<file path="src/rtl/uart_rx_if.sv">
// ---------------------------------------------------------------------------
// uart_rx_if
// Groups the serial line, the per-frame configuration and the received-byte
// outputs of the UART receiver into one bundle.
//
// Signals:
//   RX_IN        serial line, idle high, already synchronous to the receiver clock
//   PAR_EN       1 = a parity bit follows the data bits
//   PAR_TYP      0 = even parity, 1 = odd parity
//   Prescale     oversampling ratio (8, 16 or 32 clocks per bit)
//   P_DATA       last correctly received byte
//   data_valid   one-cycle pulse, P_DATA updated in the same cycle
//   parity_error one-cycle pulse, parity bit did not match the data
//   stop_error   one-cycle pulse, stop bit was sampled low
//
// Modports:
//   master  drives the line and configuration, observes the results
//   slave   the receiver itself
// ---------------------------------------------------------------------------
interface uart_rx_if #(
  parameter int DATA_WIDTH = 8
);

  logic                  RX_IN;
  logic                  PAR_EN;
  logic                  PAR_TYP;
  logic [5:0]            Prescale;
  logic [DATA_WIDTH-1:0] P_DATA;
  logic                  data_valid;
  logic                  parity_error;
  logic                  stop_error;

  modport master (
    output RX_IN,
    output PAR_EN,
    output PAR_TYP,
    output Prescale,
    input  P_DATA,
    input  data_valid,
    input  parity_error,
    input  stop_error
  );

  modport slave (
    input  RX_IN,
    input  PAR_EN,
    input  PAR_TYP,
    input  Prescale,
    output P_DATA,
    output data_valid,
    output parity_error,
    output stop_error
  );

endinterface

</file>
<file path="src/rtl/uart_rx.sv">
// ---------------------------------------------------------------------------
// uart_rx
// Oversampling asynchronous serial receiver. A frame is a low start bit,
// DATA_WIDTH data bits LSB first, an optional parity bit and one high stop
// bit. Each bit lasts Prescale clocks; the line is sampled three times around
// the bit centre and the bit value is the majority of those samples. A good
// frame produces a one-cycle data_valid pulse with P_DATA updated in the same
// cycle; a bad frame produces parity_error and/or stop_error pulses instead
// and leaves P_DATA untouched.
//
// Ports:
//   CLK     oversampling clock (baud rate x Prescale)
//   RST     asynchronous active-low reset
//   io_bus  uart_rx_if slave modport: RX_IN, PAR_EN, PAR_TYP, Prescale in;
//           P_DATA, data_valid, parity_error, stop_error out
// ---------------------------------------------------------------------------
module uart_rx #(
  parameter int DATA_WIDTH = 8
) (
  input  logic       CLK,
  input  logic       RST,
  uart_rx_if.slave   io_bus
);

  localparam int CNT_W = (DATA_WIDTH > 1) ? $clog2(DATA_WIDTH) : 1;

  typedef enum logic [2:0] {
    IDLE,
    START,
    DATA,
    PARITY,
    STOP
  } state_t;

  state_t                r_state;
  logic [5:0]            r_edge_cnt;
  logic [CNT_W-1:0]      r_bit_cnt;
  logic [DATA_WIDTH-1:0] r_shift;

  // Frame configuration captured at start detection and held for the frame.
  logic [5:0]            r_presc;
  logic                  r_par_en;
  logic                  r_par_typ;

  // First two oversamples of the current bit and the voted bit value.
  logic                  r_samp0;
  logic                  r_samp1;
  logic                  r_bit;
  logic                  r_par_err;

  logic [DATA_WIDTH-1:0] r_p_data;
  logic                  r_data_valid;
  logic                  r_parity_error;
  logic                  r_stop_error;

  logic                  w_rx;
  logic [5:0]            w_half;
  logic                  w_wrap;
  logic                  w_samp0;
  logic                  w_samp1;
  logic                  w_samp2;
  logic                  w_decide;
  logic                  w_vote;
  logic                  w_presc_ok;
  logic                  w_exp_par;
  logic                  w_last_bit;

  assign w_rx       = io_bus.RX_IN;
  assign w_half     = r_presc >> 1;
  assign w_wrap     = (r_edge_cnt == (r_presc - 6'd1));
  assign w_samp0    = (r_edge_cnt == (w_half - 6'd1));
  assign w_samp1    = (r_edge_cnt == w_half);
  assign w_samp2    = (r_edge_cnt == (w_half + 6'd1));
  assign w_decide   = (r_edge_cnt == (w_half + 6'd2));
  assign w_last_bit = (r_bit_cnt == CNT_W'(DATA_WIDTH - 1));

  // The third sample is taken straight from the line so the vote is ready
  // one edge after the bit centre window closes.
  assign w_vote = (r_samp0 & r_samp1) | (r_samp0 & w_rx) | (r_samp1 & w_rx);

  assign w_presc_ok = (io_bus.Prescale == 6'd8) ||
                      (io_bus.Prescale == 6'd16) ||
                      (io_bus.Prescale == 6'd32);

  // Odd parity is even parity inverted.
  assign w_exp_par = (^r_shift) ^ r_par_typ;

  assign io_bus.P_DATA       = r_p_data;
  assign io_bus.data_valid   = r_data_valid;
  assign io_bus.parity_error = r_parity_error;
  assign io_bus.stop_error   = r_stop_error;

  // Receiver FSM, oversampling counters and registered result outputs.
  // The edge counter runs in every non-idle state and wraps on each bit
  // boundary; states only advance on that wrap, except for a false start,
  // which is abandoned as soon as the start-bit vote is known.
  always_ff @(posedge CLK or negedge RST) begin
    if (!RST) begin
      r_state        <= IDLE;
      r_edge_cnt     <= 6'd0;
      r_bit_cnt      <= '0;
      r_shift        <= '0;
      r_presc        <= 6'd0;
      r_par_en       <= 1'b0;
      r_par_typ      <= 1'b0;
      r_samp0        <= 1'b0;
      r_samp1        <= 1'b0;
      r_bit          <= 1'b0;
      r_par_err      <= 1'b0;
      r_p_data       <= '0;
      r_data_valid   <= 1'b0;
      r_parity_error <= 1'b0;
      r_stop_error   <= 1'b0;
    end else begin
      r_data_valid   <= 1'b0;
      r_parity_error <= 1'b0;
      r_stop_error   <= 1'b0;

      if (r_state != IDLE) begin
        if (w_samp0) r_samp0 <= w_rx;
        if (w_samp1) r_samp1 <= w_rx;
        if (w_samp2) r_bit   <= w_vote;
        r_edge_cnt <= w_wrap ? 6'd0 : r_edge_cnt + 6'd1;
      end

      unique case (r_state)
        IDLE: begin
          // The detection cycle counts as edge 0 of the start bit. An
          // unsupported ratio simply leaves the receiver waiting.
          if (!w_rx && w_presc_ok) begin
            r_state    <= START;
            r_edge_cnt <= 6'd1;
            r_presc    <= io_bus.Prescale;
            r_par_en   <= io_bus.PAR_EN;
            r_par_typ  <= io_bus.PAR_TYP;
            r_par_err  <= 1'b0;
            r_bit_cnt  <= '0;
          end
        end

        START: begin
          if (w_decide && r_bit) begin
            r_state    <= IDLE;
            r_edge_cnt <= 6'd0;
          end else if (w_wrap) begin
            r_state <= DATA;
          end
        end

        DATA: begin
          if (w_wrap) begin
            r_shift <= {r_bit, r_shift[DATA_WIDTH-1:1]};
            if (w_last_bit) begin
              r_bit_cnt <= '0;
              r_state   <= r_par_en ? PARITY : STOP;
            end else begin
              r_bit_cnt <= r_bit_cnt + 1'b1;
            end
          end
        end

        PARITY: begin
          if (w_wrap) begin
            r_par_err <= (r_bit != w_exp_par);
            r_state   <= STOP;
          end
        end

        STOP: begin
          // Result is issued on the last edge of the stop bit so the next
          // cycle is already idle and can accept a back-to-back start bit.
          if (w_wrap) begin
            r_state        <= IDLE;
            r_parity_error <= r_par_err;
            r_stop_error   <= ~r_bit;
            if (!r_par_err && r_bit) begin
              r_data_valid <= 1'b1;
              r_p_data     <= r_shift;
            end
          end
        end

        default: begin
          r_state <= IDLE;
        end
      endcase
    end
  end

endmodule

</file>
<file path="src/flat_wrapper.sv">
// flat-port wrapper written by rule: the top's interface ports become plain ports
module uart_rx_flat 
#(
  parameter int DATA_WIDTH = 8
)
  (CLK, RST, io_bus_RX_IN, io_bus_PAR_EN, io_bus_PAR_TYP, io_bus_Prescale, io_bus_P_DATA, io_bus_data_valid, io_bus_parity_error, io_bus_stop_error);
  uart_rx_if #(.DATA_WIDTH(DATA_WIDTH)) io_bus_i ();
  input  logic CLK;
  input  logic RST;
  input wire logic [$bits(io_bus_i.RX_IN)-1:0] io_bus_RX_IN;
  input wire logic [$bits(io_bus_i.PAR_EN)-1:0] io_bus_PAR_EN;
  input wire logic [$bits(io_bus_i.PAR_TYP)-1:0] io_bus_PAR_TYP;
  input wire logic [$bits(io_bus_i.Prescale)-1:0] io_bus_Prescale;
  output wire logic [$bits(io_bus_i.P_DATA)-1:0] io_bus_P_DATA;
  output wire logic [$bits(io_bus_i.data_valid)-1:0] io_bus_data_valid;
  output wire logic [$bits(io_bus_i.parity_error)-1:0] io_bus_parity_error;
  output wire logic [$bits(io_bus_i.stop_error)-1:0] io_bus_stop_error;
  assign io_bus_i.RX_IN = io_bus_RX_IN;
  assign io_bus_i.PAR_EN = io_bus_PAR_EN;
  assign io_bus_i.PAR_TYP = io_bus_PAR_TYP;
  assign io_bus_i.Prescale = io_bus_Prescale;
  assign io_bus_P_DATA = io_bus_i.P_DATA;
  assign io_bus_data_valid = io_bus_i.data_valid;
  assign io_bus_parity_error = io_bus_i.parity_error;
  assign io_bus_stop_error = io_bus_i.stop_error;
  uart_rx #(.DATA_WIDTH(DATA_WIDTH)) u_core (.CLK(CLK), .RST(RST), .io_bus(io_bus_i));
endmodule
</file>
<file path="config.mk">
export PLATFORM = sky130hd
export DESIGN_NAME = uart_rx_flat
export DESIGN_NICKNAME = d
export VERILOG_FILES = /design/src/rtl/uart_rx_if.sv /design/src/rtl/uart_rx.sv /design/src/flat_wrapper.sv
export SDC_FILE = /design/constraint.sdc
export NUM_CORES = 1
export LEC_CHECK = 0
export ABC_AREA = 1
export ABC_CLOCK_PERIOD_IN_PS = 2300
export BUFFER_PORTS_ARGS = -buffer_cell sky130_fd_sc_hd__clkbuf_2
export CELL_PAD_IN_SITES_DETAIL_PLACEMENT = 0
export CELL_PAD_IN_SITES_GLOBAL_PLACEMENT = 2
export CORE_UTILIZATION = 24
export CTS_CLUSTER_DIAMETER = 150
export DETAILED_ROUTE_END_ITERATION = 8
export GPL_TIMING_DRIVEN = 0
export PLACE_DENSITY_LB_ADDON = 0.1
export SETUP_SLACK_MARGIN = 0.02
export SLEW_MARGIN = 20
export SYNTH_ARGS = -nofsm -noshare
export SYNTH_HDL_FRONTEND = slang
export SYNTH_SLANG_ARGS = --single-unit
</file>
<file path="constraint.sdc">
create_clock -name CLK -period 2.3 [get_ports CLK]
set_input_delay 0 -clock CLK [delete_from_list [all_inputs] [get_ports CLK]]
set_output_delay 0 -clock CLK [all_outputs]
set_load 0.1 [all_outputs]
</file>
Yosys cells after proc, flatten, opt, wreduce, memory -nomap -nowiden
Index checks and enable logic that the tools add are counted.
Storage, ports and cells
  register bits: 43
  output and inout bits: 11
Operators by class
  add/sub/neg operators: 6
  equal/unequal tests: 20
  multiplexer cells: 28
  bitwise gates (word level): 7
  reduce and logical (&&, ||, !) cells: 21
Operator list (count)
  two-way mux 3 bit: 11
  equality test 6 bit: 4
  two-way mux 6 bit: 4
  one-hot mux 3 bit (5 select lines): 1
  one-hot mux 6 bit (2 select lines): 1
  inequality test 2 x 1 -> 1 bit (second input constant): 5
  AND reduction 2 bit: 5
  two-way mux 1 bit: 9
  AND reduction 3 bit: 3
  parity 8 bit: 1
  adder 5 x 1 -> 6 bit (second input constant): 1
  adder 5 x 2 -> 6 bit (second input constant): 1
  adder 6 x 1 -> 6 bit (second input constant): 1
  equality test 3 x 2 -> 1 bit (second input constant): 2
  equality test 3 bit (second input constant): 2
  equality test 6 x 4 -> 1 bit (second input constant): 1
  equality test 6 x 5 -> 1 bit: 1
  equality test 6 x 5 -> 1 bit (second input constant): 1
  equality test 6 bit (second input constant): 1
  one-hot mux 3 bit (2 select lines): 1
  AND reduction 6 bit: 1
  subtractor 5 x 1 -> 6 bit (second input constant): 1
  subtractor 6 x 1 -> 6 bit (second input constant): 1
  nonzero test 2 bit: 2
  14 further kinds: 21

Logic depth before layout (Yosys ltp)
Gate-level depths: netlist of run 1.
  word-level depth: 6
  depth in mapped cells: 14

Worst setup path before layout of run 1
Ideal clock, no wire load.
  path type: reg2reg
  from: register u_core.r_presc[1]
  to: register u_core.r_p_data[5] (netlist: u_core.io_bus.P_DATA[5])
  library setup time: 0.122 ns
  arrival time: 1.654 ns
  setup slack: 0.524 ns
  cell stages (with the launch flop): 12
  period minus slack after synthesis: 1.776 ns
  path through: dfrtp_1 inv_1 ha_1 xnor2_1 nor2_2 nand2_1 nor2_2 nand3_4 inv_6 nand2_8 nand2_1 o21ai_2
Between the ends
  word-level cells in the longest chain between the ends: 3
RTL lines
  start, declared: RTL line uart_rx.sv:41  | logic [5:0] r_presc;
  start signal, assigned: RTL line uart_rx.sv:133  | r_presc <= io_bus.Prescale;
  subtractor 6 x 1 -> 6 bit: RTL line uart_rx.sv:70  | assign w_wrap = (r_edge_cnt == (r_presc - 6'd1));
  equality test 6 bit: RTL line uart_rx.sv:70
  AND reduction 3 bit (no line)
  end signal, assigned: RTL line uart_rx.sv:178  | r_p_data <= r_shift;
  end, declared: RTL line uart_rx.sv:51  | logic [DATA_WIDTH-1:0] r_p_data;
Every way passes these cells.
A chain may end at the register's enable or synchronous reset.

Worst setup path after layout of run 1
  from: register u_core.r_presc[2]
  to: register u_core.r_bit_cnt[0]
Between the ends
  word-level cells in the longest chain between the ends: 4
RTL lines
  subtractor 6 x 1 -> 6 bit: RTL line uart_rx.sv:70
  equality test 6 bit: RTL line uart_rx.sv:70
  inequality test 2 x 1 -> 1 bit (no line)
  AND reduction 3 bit (no line)
  end signal, assigned: RTL line uart_rx.sv:157  | r_bit_cnt <= r_bit_cnt + 1'b1;
  end, declared: RTL line uart_rx.sv:37  | logic [CNT_W-1:0] r_bit_cnt;
Every way passes these cells.

==> results of run 1 <==
metrics by stage:
| stage | area (um2) | utilization [%] |
|---|---|---|
| 6_report | 3110 | 28.7 |
| 4_1_cts | 3110 | 28.7 |
| 3_3_place_gp | 2960 | 27.3 |
| 3_5_place_dp | 2960 | 27.3 |
| 5_1_grt | 3110 | 28.7 |
| 2_1_floorplan | 2680 | - |
registers in the layout, indices dropped and copies added, names as in the netlist:
signal / count
u_core.r_shift: 8
u_core.r_state: 3
u_core.r_samp1: 1
u_core.r_par_err: 1
u_core.r_presc: 6
u_core.r_bit: 1
u_core.io_bus.parity_error: 1
u_core.r_samp0: 1
u_core.r_edge_cnt: 6
u_core.r_par_en: 1
u_core.r_par_typ: 1
u_core.io_bus.P_DATA: 8
u_core.io_bus.stop_error: 1
u_core.r_bit_cnt: 3
u_core.io_bus.data_valid: 1
logic make-up after synthesis:
logic type | Yosys count
and+or+nand+nor | 207
buffers and inverters | 49
DFF | 43
AOI/OAI and AO/OA | 26
xor gates and xnor gates | 20
adders and majority gates | 10
muxes | 2
repair_timing:
item	4_1_cts	5_1_grt
gates resized for setup	0	3
hold endpoints to repair	48	0
hold buffers	6	0
endpoints found under the setup margin	0	19
cells in the final DEF, fill, tap and decap left out, types with 5 or more instances in the layout:
cell type,n
xor2_1,10
nand2_1,130
clkbuf_2,22
nand3_1,26
o21ai_0,11
inv_1,37
xnor2_1,10
clkbuf_8,5
nand4_1,5
dlygate4sd3_1,6
dfrtp_1,42
nor2_1,30
a21oi_1,8
ha_1,10
worst reg2reg max path, stage by stage (launching register included):
cell,delay (ps)
dfrtp_2,490
inv_2,140
ha_1,190
inv_1,50
o21ai_0,140
nand3_1,150
nand2_1,90
nand3_1,70
nor2_1,90
nand3_1,130
buf_2,240
nand3_1,90
nand2_1,50
layout make-up:
type	count	area, um2
Timing Repair Buffer	27	168
Fill cell	1213	7730
Tap cell	140	175
Buffer	6	42.5
Clock inverter	2	12.5
Multi-Input combinational cell	265	1380
Clock buffer	6	72.6
Sequential cell	43	1080
Inverter	43	181
per-layer routing:
metal	GRT usage, %	vias up	routed length [um]
met5	0	-	0
met4	3.23	0	72
met3	2.18	6	111
met2	22.7	15	3420
met1	16.6	1043	3220
li1	-	1179	-
power by group:
| group | switching (W) | total, W | internal (W) |
|---|---|---|---|
| sequential | 0.00000992 | 0.000774 | 0.000764 |
| combinational | 0.0000622 | 0.000100 | 0.0000378 |
| clock | 0.000276 | 0.000489 | 0.000213 |
| total | 0.000349 | 0.00136 | 0.00101 |
worst paths after layout:
path                                                     startpoint                                   end  slack (ps)  depth (start not counted)
worst max register to register        u_core.r_presc[2]$_DFFE_PN0P_       u_core.r_bit_cnt[0]$_DFFE_PN0P_         290                         12
worst min-delay path                                   io_bus_RX_IN            u_core.r_samp0$_DFFE_PN0P_           8                          3
min in group asynchronous                                       RST  u_core.io_bus.parity_error$_DFF_PN0_         290                          2
worst min register to register  u_core.io_bus.P_DATA[6]$_DFFE_PN0P_   u_core.io_bus.P_DATA[6]$_DFFE_PN0P_         490                          2
worst max-delay path                  u_core.r_presc[2]$_DFFE_PN0P_       u_core.r_bit_cnt[0]$_DFFE_PN0P_         290                         12
max in group asynchronous                                       RST         u_core.r_presc[2]$_DFFE_PN0P_        1540                          2
==> results_dict.tcl, run 1 <==
set metrics [dict create \
    startpoint_type "flip-flop" \
    cts_setup_buffers 0 \
    ys_seq_area_share_pct 40.1 \
    area_growth_pct 16.1 \
    antenna_found_initial 0 \
    root_buffer "clkbuf_8" \
    postSynthCellCount 357 \
    start_util_pct 24.7 \
    hold_violations 0 \
    worst_ep_required_time_ps 2500 \
    synth.cell_area_um2 2680 \
    dieWidth_um 108 \
    ios 22 \
    die-area_um2 11600 \
    instances_no_fill 532 \
    cp.arrival_ps 2210 \
    relSlewSlack_pct 57.2 \
    cp-end-kind "flip-flop" \
    via_per_inst 4.22 \
    max_freq_ghz 0.497 \
    cpMostUsedCell "nand3_1" \
    synthTopCellsByArea "dfrtp_1 (40%), nand2_1 (18%), inv_1 (5.3%)" \
    first_iter_violations 87 \
    coreArea_um2 10800 \
    critPathBufInv 3 \
    drive_above_1_share_pct 14.5 \
    grt_remaining_overflow 0 \
    slowest_stage "dfrtp_2" \
    worstSetupPathType "reg2reg" \
    die_h_um 108 \
    netlist.area_leader.share_pct 40.1 \
    synth_compound_area_share_pct 5.83 \
    fin_hold_ws_ps 7.86 \
    setup_tns_ps 0 \
    cts_buffers 5 \
    synth_fp_nets 378 \
    drcViolationCount 0 \
    synth_top_family_by_area "simple AND/OR/NAND/NOR gates" \
    grt_pass1_wl_um 11400 \
    tritoncts "built" \
    crit_family "simple AND/OR/NAND/NOR gates" \
    route.antenna.remaining_nets 0 \
    totalPowerFinal_w 0.00136 \
    grt_usage_pct 13.0 \
    clk-insertion-delay-late_ps 300 \
    status "completed" \
    crit_fanout 10 \
    grt_pass1_vias 2195 \
    synthDistinctLibCells 35 \
    dr.pass1.iters 4 \
    synth_edf_count 0 \
    path_cells "inv_2 -> ha_1 -> inv_1 -> o21ai_0 -> nand3_1 -> nand2_1 -> nand3_1 -> nor2_1 -> nand3_1 -> buf_2 -> nand3_1 -> nand2_1" \
    wl_per_cell_um 12.8 \
    finalCritPeriodShare_pct 87.6 \
    yosysMostFrequentCell "nand2_1" \
    maxSlewViolCount 0 \
    yosys-top-cells-count "nand2_1 (131), dfrtp_1 (43), inv_1 (38)" \
    drv_cap 0 \
    period_needed_ps 2010 \
    place.gp.congestion 0.736 \
    synthAdderAreaFrac_pct 4.67 \
    synthArstFlopShare_pct 100 \
    path_clk_slew_ps 90 \
    power_density_nw_per_um2 438 \
    hp-class "in2reg" \
    synth_xor_area_share_pct 6.53 \
    place_ws_ps 137 \
    detailed_place_hpwl_um 5260 \
    postSynthAreaPerCell_um2 7.51 \
    synthFlopType "dfrtp_1" \
    synth.largest_area_cell "dfrtp_1" \
    rsz0062_at_grt "no" \
    h-tree-depth 2 \
    synth_seq_cells 43 \
    setup_viol 0 \
    diodes 0 \
    route.vias.total 2243 \
    synth.area.mux_share_pct 0.840 \
    finalWorstSetupSlack_ps 286 \
    slowest_delay_ps 490 \
    dp_cells 518 \
    finClkSkew_ps 7.99 \
    port_buffers 21 \
    synth-simple-area-share_pct 33.6 \
    fin_nets 412 \
    grt_max_degree 44 \
    rows 38 \
    wl_um 6820 \
    cts_sinks 43 \
    leakage_nw 1.60 \
    tightest_slew_ps 642 \
    clockBufferDepth 2 \
    yosysWarnings 0 \
    ir_worst_vdd_mv 0.175 \
]
Note: power is estimated with default switching activity, not from simulation.
==> inputs of run 2 (changes only) <==
--- a/config.mk
+++ b/config.mk
@@ -14,7 +14,7 @@
 export CTS_CLUSTER_DIAMETER = 150
 export DETAILED_ROUTE_END_ITERATION = 8
 export GPL_TIMING_DRIVEN = 0
-export PLACE_DENSITY_LB_ADDON = 0.1
+export PLACE_DENSITY = 0.58
 export SETUP_SLACK_MARGIN = 0.02
 export SLEW_MARGIN = 20
 export SYNTH_ARGS = -nofsm -noshare
==> results_dict.tcl, run 2 (synthesized netlist as in run 1, its figures left out) <==
set metrics [dict create \
    status "complete, but fails checks" \
    failed_checks "hold timing" \
    ir_worst_vdd_mv 0.185 \
    maxSlewViolCount 0 \
    grt_max_degree 44 \
    drv_cap 0 \
    path_clk_slew_ps 90 \
    route.vias.total 2248 \
    postLayoutCoreUtil_pct 28.8 \
    crit_fanout 7 \
    period_needed_ps 2100 \
    antenna_found_initial 0 \
    startpoint_type "flip-flop" \
    wl_per_cell_um 12.8 \
    grt_usage_pct 13.0 \
    layout_common_cells "nand2_1 (131), dfrtp_1 (41), inv_1 (37)" \
    clk-insertion-delay-late_ps 300 \
    tritoncts "built" \
    power_density_nw_per_um2 439 \
    cp.arrival_ps 2280 \
    rsz0062_at_grt "no" \
    coreArea_um2 10800 \
    area_growth_pct 16.4 \
    hold_violations 1 \
    pwr-share-seq_pct 56.5 \
    hp-class "in2reg" \
    worstSetupPathType "reg2reg" \
    pwr-share-comb_pct 7.0 \
    route.antenna.remaining_nets 0 \
    setup_viol 0 \
    dp_cells 518 \
    rows 38 \
    finClkSkew_ps 7.18 \
    dieWidth_um 108 \
    pwr-share-clk_pct 36.5 \
    worst_ep_required_time_ps 2490 \
    relSlewSlack_pct 59.1 \
    clockBufferDepth 2 \
    leakage_nw 1.61 \
    wl_um 6830 \
    swShare_pct 26.1 \
    cts_sinks 43 \
    grt_pass1_wl_um 11500 \
    die_h_um 108 \
    finalCritPeriodShare_pct 91.2 \
    grt_pass1_vias 2210 \
    port_buffers 21 \
    diodes 0 \
    drive_above_1_share_pct 15.5 \
    finalWorstSetupSlack_ps 203 \
    drcViolationCount 0 \
    tightest_slew_ps 613 \
    ios 22 \
    die-area_um2 11600 \
    max_freq_ghz 0.477 \
    mostFrequentLayoutCell "nand2_1" \
    start_util_pct 24.7 \
    h-tree-depth 2 \
    grt_remaining_overflow 0 \
    setup_tns_ps 0 \
    p_int_w 0.00101 \
    instances_no_fill 533 \
    first_iter_violations 75 \
    detailed_place_hpwl_um 5280 \
    switchingPower_w 0.000358 \
    fin_hold_ws_ps -4.37 \
    via_per_inst 4.22 \
    fillers 1240 \
    place_ws_ps 87.1 \
    dr.pass1.iters 4 \
    place.gp.congestion 0.787 \
    cp-end-kind "flip-flop" \
    root_buffer "clkbuf_8" \
    fin_nets 413 \
    cts_buffers 5 \
]
[run 2: cell type report]
type	count	area (um2)	area share, %
clock buffer	6	72.6	2.32
multi-input combinational	265	1390	44.4
clock inverter	2	12.5	0.401
timing repair buffer	28	170	5.45
inverter	43	181	5.81
tap	140	175	5.61
sequential	43	1080	34.5
buffer	6	45.0	1.44
[run 2: metrics by stage]
stage          total power [W]  area (um2)
5_1_grt                0.00144        3120
3_3_place_gp          0.000883        2960
2_1_floorplan         0.000838        2680
4_1_cts                0.00140        3090
6_report               0.00137        3120
3_5_place_dp          0.000883        2960
[run 2: critical path, stage by stage (launching register included)]
cell and delay [ps]:
dfrtp_2 480, inv_2 140, ha_1 180, inv_1 50, o21ai_0 140, nand3_1 170, a21oi_4 210, nand3_4 190
inv_6 120, nand2_1 50, nand2_1 190, nor2_1 70
[run 2: metal layers]
metal	share of wire (%)	GRT usage [%]	wire, um
met1	52	18.7	3570
met5	0	0	0
met4	0.54	2.94	37
met2	44	20.2	3010
met3	3.2	2.00	217
[run 2: power groups by stage]
stage | Sequential [W] | Combinational (W) | Clock [W]
after floorplan | 0.000786 | 0.0000525 | 0
after global placement | 0.000789 | 0.0000935 | 0
after detailed placement | 0.000789 | 0.0000941 | 0
after CTS | 0.000774 | 0.0000996 | 0.000527
after global routing | 0.000776 | 0.000112 | 0.000554
final | 0.000773 | 0.0000961 | 0.000500
[run 2: timing repair]
action,4_1_cts,5_1_grt
setup buffers,0,3
hold buffers,4,0
resized for setup,0,6
endpoints found under the setup margin,0,18
endpoints found under the hold margin,46,0
[run 2: path summary, 6_finish.rpt]
check / startpoint / end / slack, ps / cells after the start
max: u_core.r_presc[2]$_DFFE_PN0P_ / u_core.r_edge_cnt[5]$_DFF_PN0_ / 200 / 11
min: io_bus_Prescale[3] / u_core.r_presc[3]$_DFFE_PN0P_ / -4 / 3
max reg2reg: u_core.r_presc[2]$_DFFE_PN0P_ / u_core.r_edge_cnt[5]$_DFF_PN0_ / 200 / 11
min reg2reg: u_core.io_bus.P_DATA[3]$_DFFE_PN0P_ / u_core.io_bus.P_DATA[3]$_DFFE_PN0P_ / 490 / 2
max in group asynchronous: RST / u_core.r_presc[2]$_DFFE_PN0P_ / 1580 / 2
min in group asynchronous: RST / u_core.io_bus.stop_error$_DFF_PN0_ / 270 / 2
==> inputs of run 3 (changes only) <==
--- a/config.mk
+++ b/config.mk
@@ -7,14 +7,14 @@
 export LEC_CHECK = 0
 export ABC_AREA = 1
 export ABC_CLOCK_PERIOD_IN_PS = 2300
-export BUFFER_PORTS_ARGS = -buffer_cell sky130_fd_sc_hd__clkbuf_2
 export CELL_PAD_IN_SITES_DETAIL_PLACEMENT = 0
 export CELL_PAD_IN_SITES_GLOBAL_PLACEMENT = 2
-export CORE_UTILIZATION = 24
+export CORE_UTILIZATION = 27
 export CTS_CLUSTER_DIAMETER = 150
 export DETAILED_ROUTE_END_ITERATION = 8
+export DONT_BUFFER_PORTS = 1
 export GPL_TIMING_DRIVEN = 0
-export PLACE_DENSITY = 0.58
+export PLACE_DENSITY = 0.61
 export SETUP_SLACK_MARGIN = 0.02
 export SLEW_MARGIN = 20
 export SYNTH_ARGS = -nofsm -noshare
==> results_dict.tcl, run 3 (synthesized netlist as in run 1, its figures left out) <==
set metrics [dict create \
    status "completed" \
    fin_nets 393 \
    dr.pass1.iters 4 \
    root_buffer "clkbuf_8" \
    r2r_start "u_core.r_presc[2]$_DFFE_PN0P_" \
    first_iter_violations 77 \
    crit_fanout 7 \
    grt_usage_pct 14.1 \
    slowest_stage "dfrtp_2" \
    r2r_slack_ps 240 \
    r2r_end "u_core.r_edge_cnt[3]$_DFF_PN0_" \
    cts_buffers 5 \
    cpMostUsedCell "nand2_1" \
    dieWidth_um 102 \
    die_h_um 102 \
    route.vias.total 2163 \
    grt_max_degree 44 \
    hold_violations 0 \
    finalCritPeriodShare_pct 89.7 \
    slowest_delay_ps 490 \
    mostFrequentLayoutCell "nand2_1" \
    leakage_nw 1.55 \
    crit_family "simple AND/OR/NAND/NOR gates" \
    route.antenna.remaining_nets 0 \
    critPathBufInv 3 \
    place_ws_ps 125 \
    ir_worst_vdd_mv 0.205 \
    cts_sinks 43 \
    cp-end-kind "flip-flop" \
    setup_tns_ps 0 \
    cp.arrival_ps 2250 \
    crit_end "u_core.r_edge_cnt[3]$_DFF_PN0_" \
    finalWorstSetupSlack_ps 236 \
    wl_um 6610 \
    grt_pass1_wl_um 11100 \
    path_cells "inv_2 -> ha_1 -> inv_1 -> o21ai_0 -> nand3_1 -> a21oi_4 -> nand3_4 -> inv_6 -> nand2_1 -> nand2_1 -> nor2_1" \
    maxSlewViolCount 0 \
    startpoint "u_core.r_presc[2]$_DFFE_PN0P_" \
    coreArea_um2 9680 \
    startpoint_type "flip-flop" \
    layout_common_cells "nand2_1 (131), dfrtp_1 (42), inv_1 (37)" \
    antenna_found_initial 0 \
    fin_hold_ws_ps 27.1 \
    clk-insertion-delay-late_ps 300 \
    diodes 0 \
    period_needed_ps 2060 \
    relSlewSlack_pct 39.8 \
    max_freq_ghz 0.484 \
    clockBufferDepth 2 \
    drv_cap 0 \
    hp-class "in2reg" \
    tritoncts "built" \
    ios 22 \
    area_growth_pct 14.4 \
    dpl-instance-area_um2 2850 \
    worstSetupPathType "reg2reg" \
    worst_ep_required_time_ps 2490 \
    final_area_um2 3070 \
    wl_per_cell_um 13.1 \
    rows 36 \
    cp.depth 11 \
    tightest_slew_ps 902 \
    detailed_place_hpwl_um 4940 \
    port_buffers 0 \
    worstRegToRegCells 11 \
    rsz0062_at_grt "no" \
    grt_remaining_overflow 0 \
    h-tree-depth 2 \
    place.gp.congestion 0.746 \
    setup_viol 0 \
    grt_pass1_vias 2147 \
    power_density_nw_per_um2 498 \
    via_per_inst 4.27 \
    start_util_pct 27.7 \
    drive_above_1_share_pct 9.92 \
    die-area_um2 10300 \
    finClkSkew_ps 11.1 \
    path_clk_slew_ps 90 \
    drcViolationCount 0 \
]
-- run 3: how the worst min path moves through the flow --
stage                 startpoint                             endpoint  slack [ps]  cells after the start
CTS                 io_bus_RX_IN             u_core.r_bit$_DFFE_PN0P_          20                      4
finish              io_bus_RX_IN             u_core.r_bit$_DFFE_PN0P_          30                      4
detailed placement           RST        u_core.r_state[1]$_DFFE_PN0P_        -290                      0
global placement             RST        u_core.r_state[1]$_DFFE_PN0P_        -290                      0
floorplan                    RST  u_core.io_bus.P_DATA[0]$_DFFE_PN0P_        -300                      0
global route        io_bus_RX_IN             u_core.r_bit$_DFFE_PN0P_          80                      4
-- run 3: area by class of cell --
cell class / instances / area (um2)
plain buffers: 6 / 42.5
repair buffers: 8 / 97.6
well taps: 133 / 166
inverters: 43 / 181
clock buffers: 6 / 82.6
multi-input cells: 265 / 1380
flip-flops and latches: 43 / 1080
fillers: 1070 / 6620
clock inverters: 2 / 38.8
-- run 3: stage by stage --
stage	utilization, %	total power [W]	std cells
4_1_cts	31.7	0.00155	506
3_3_place_gp	29.4	0.000856	490
3_5_place_dp	29.4	0.000855	490
5_1_grt	31.7	0.00159	506
6_report	31.7	0.00153	506
2_1_floorplan	-	0.000838	357
-- run 3: layer usage --
metal  track usage [%]  vias to the layer above  wire, um  share of wire (%)
li1                  -                     1142         -                  -
met1              20.7                      995      3610                 55
met2              21.5                       22      2820                 43
met3              2.42                        4       130                2.0
met4              3.34                        0        50               0.76
met5                 0                        -         0                  0
-- run 3: where the power goes --
group,internal (W),leakage [nW],total [W],switching [W]
logic,0.0000376,0.920,0.0000959,0.0000583
registers,0.000764,0.567,0.000774,0.0000103
clock network,0.000358,0.0618,0.000658,0.000300
-- run 3: timing repair --
item,CTS,global route
setup buffers,0,0
endpoints found under the setup margin,0,10
hold buffers,8,0
hold endpoints to repair,51,0
gates resized for setup,0,2
-- run 3: worst min-delay path: cells and delay by family --
| kind | cells | cell delay (ps) |
|---|---|---|
| AOI/OAI and AO/OA | 2 | 190 |
| and+or+nand+nor | 2 | 90 |
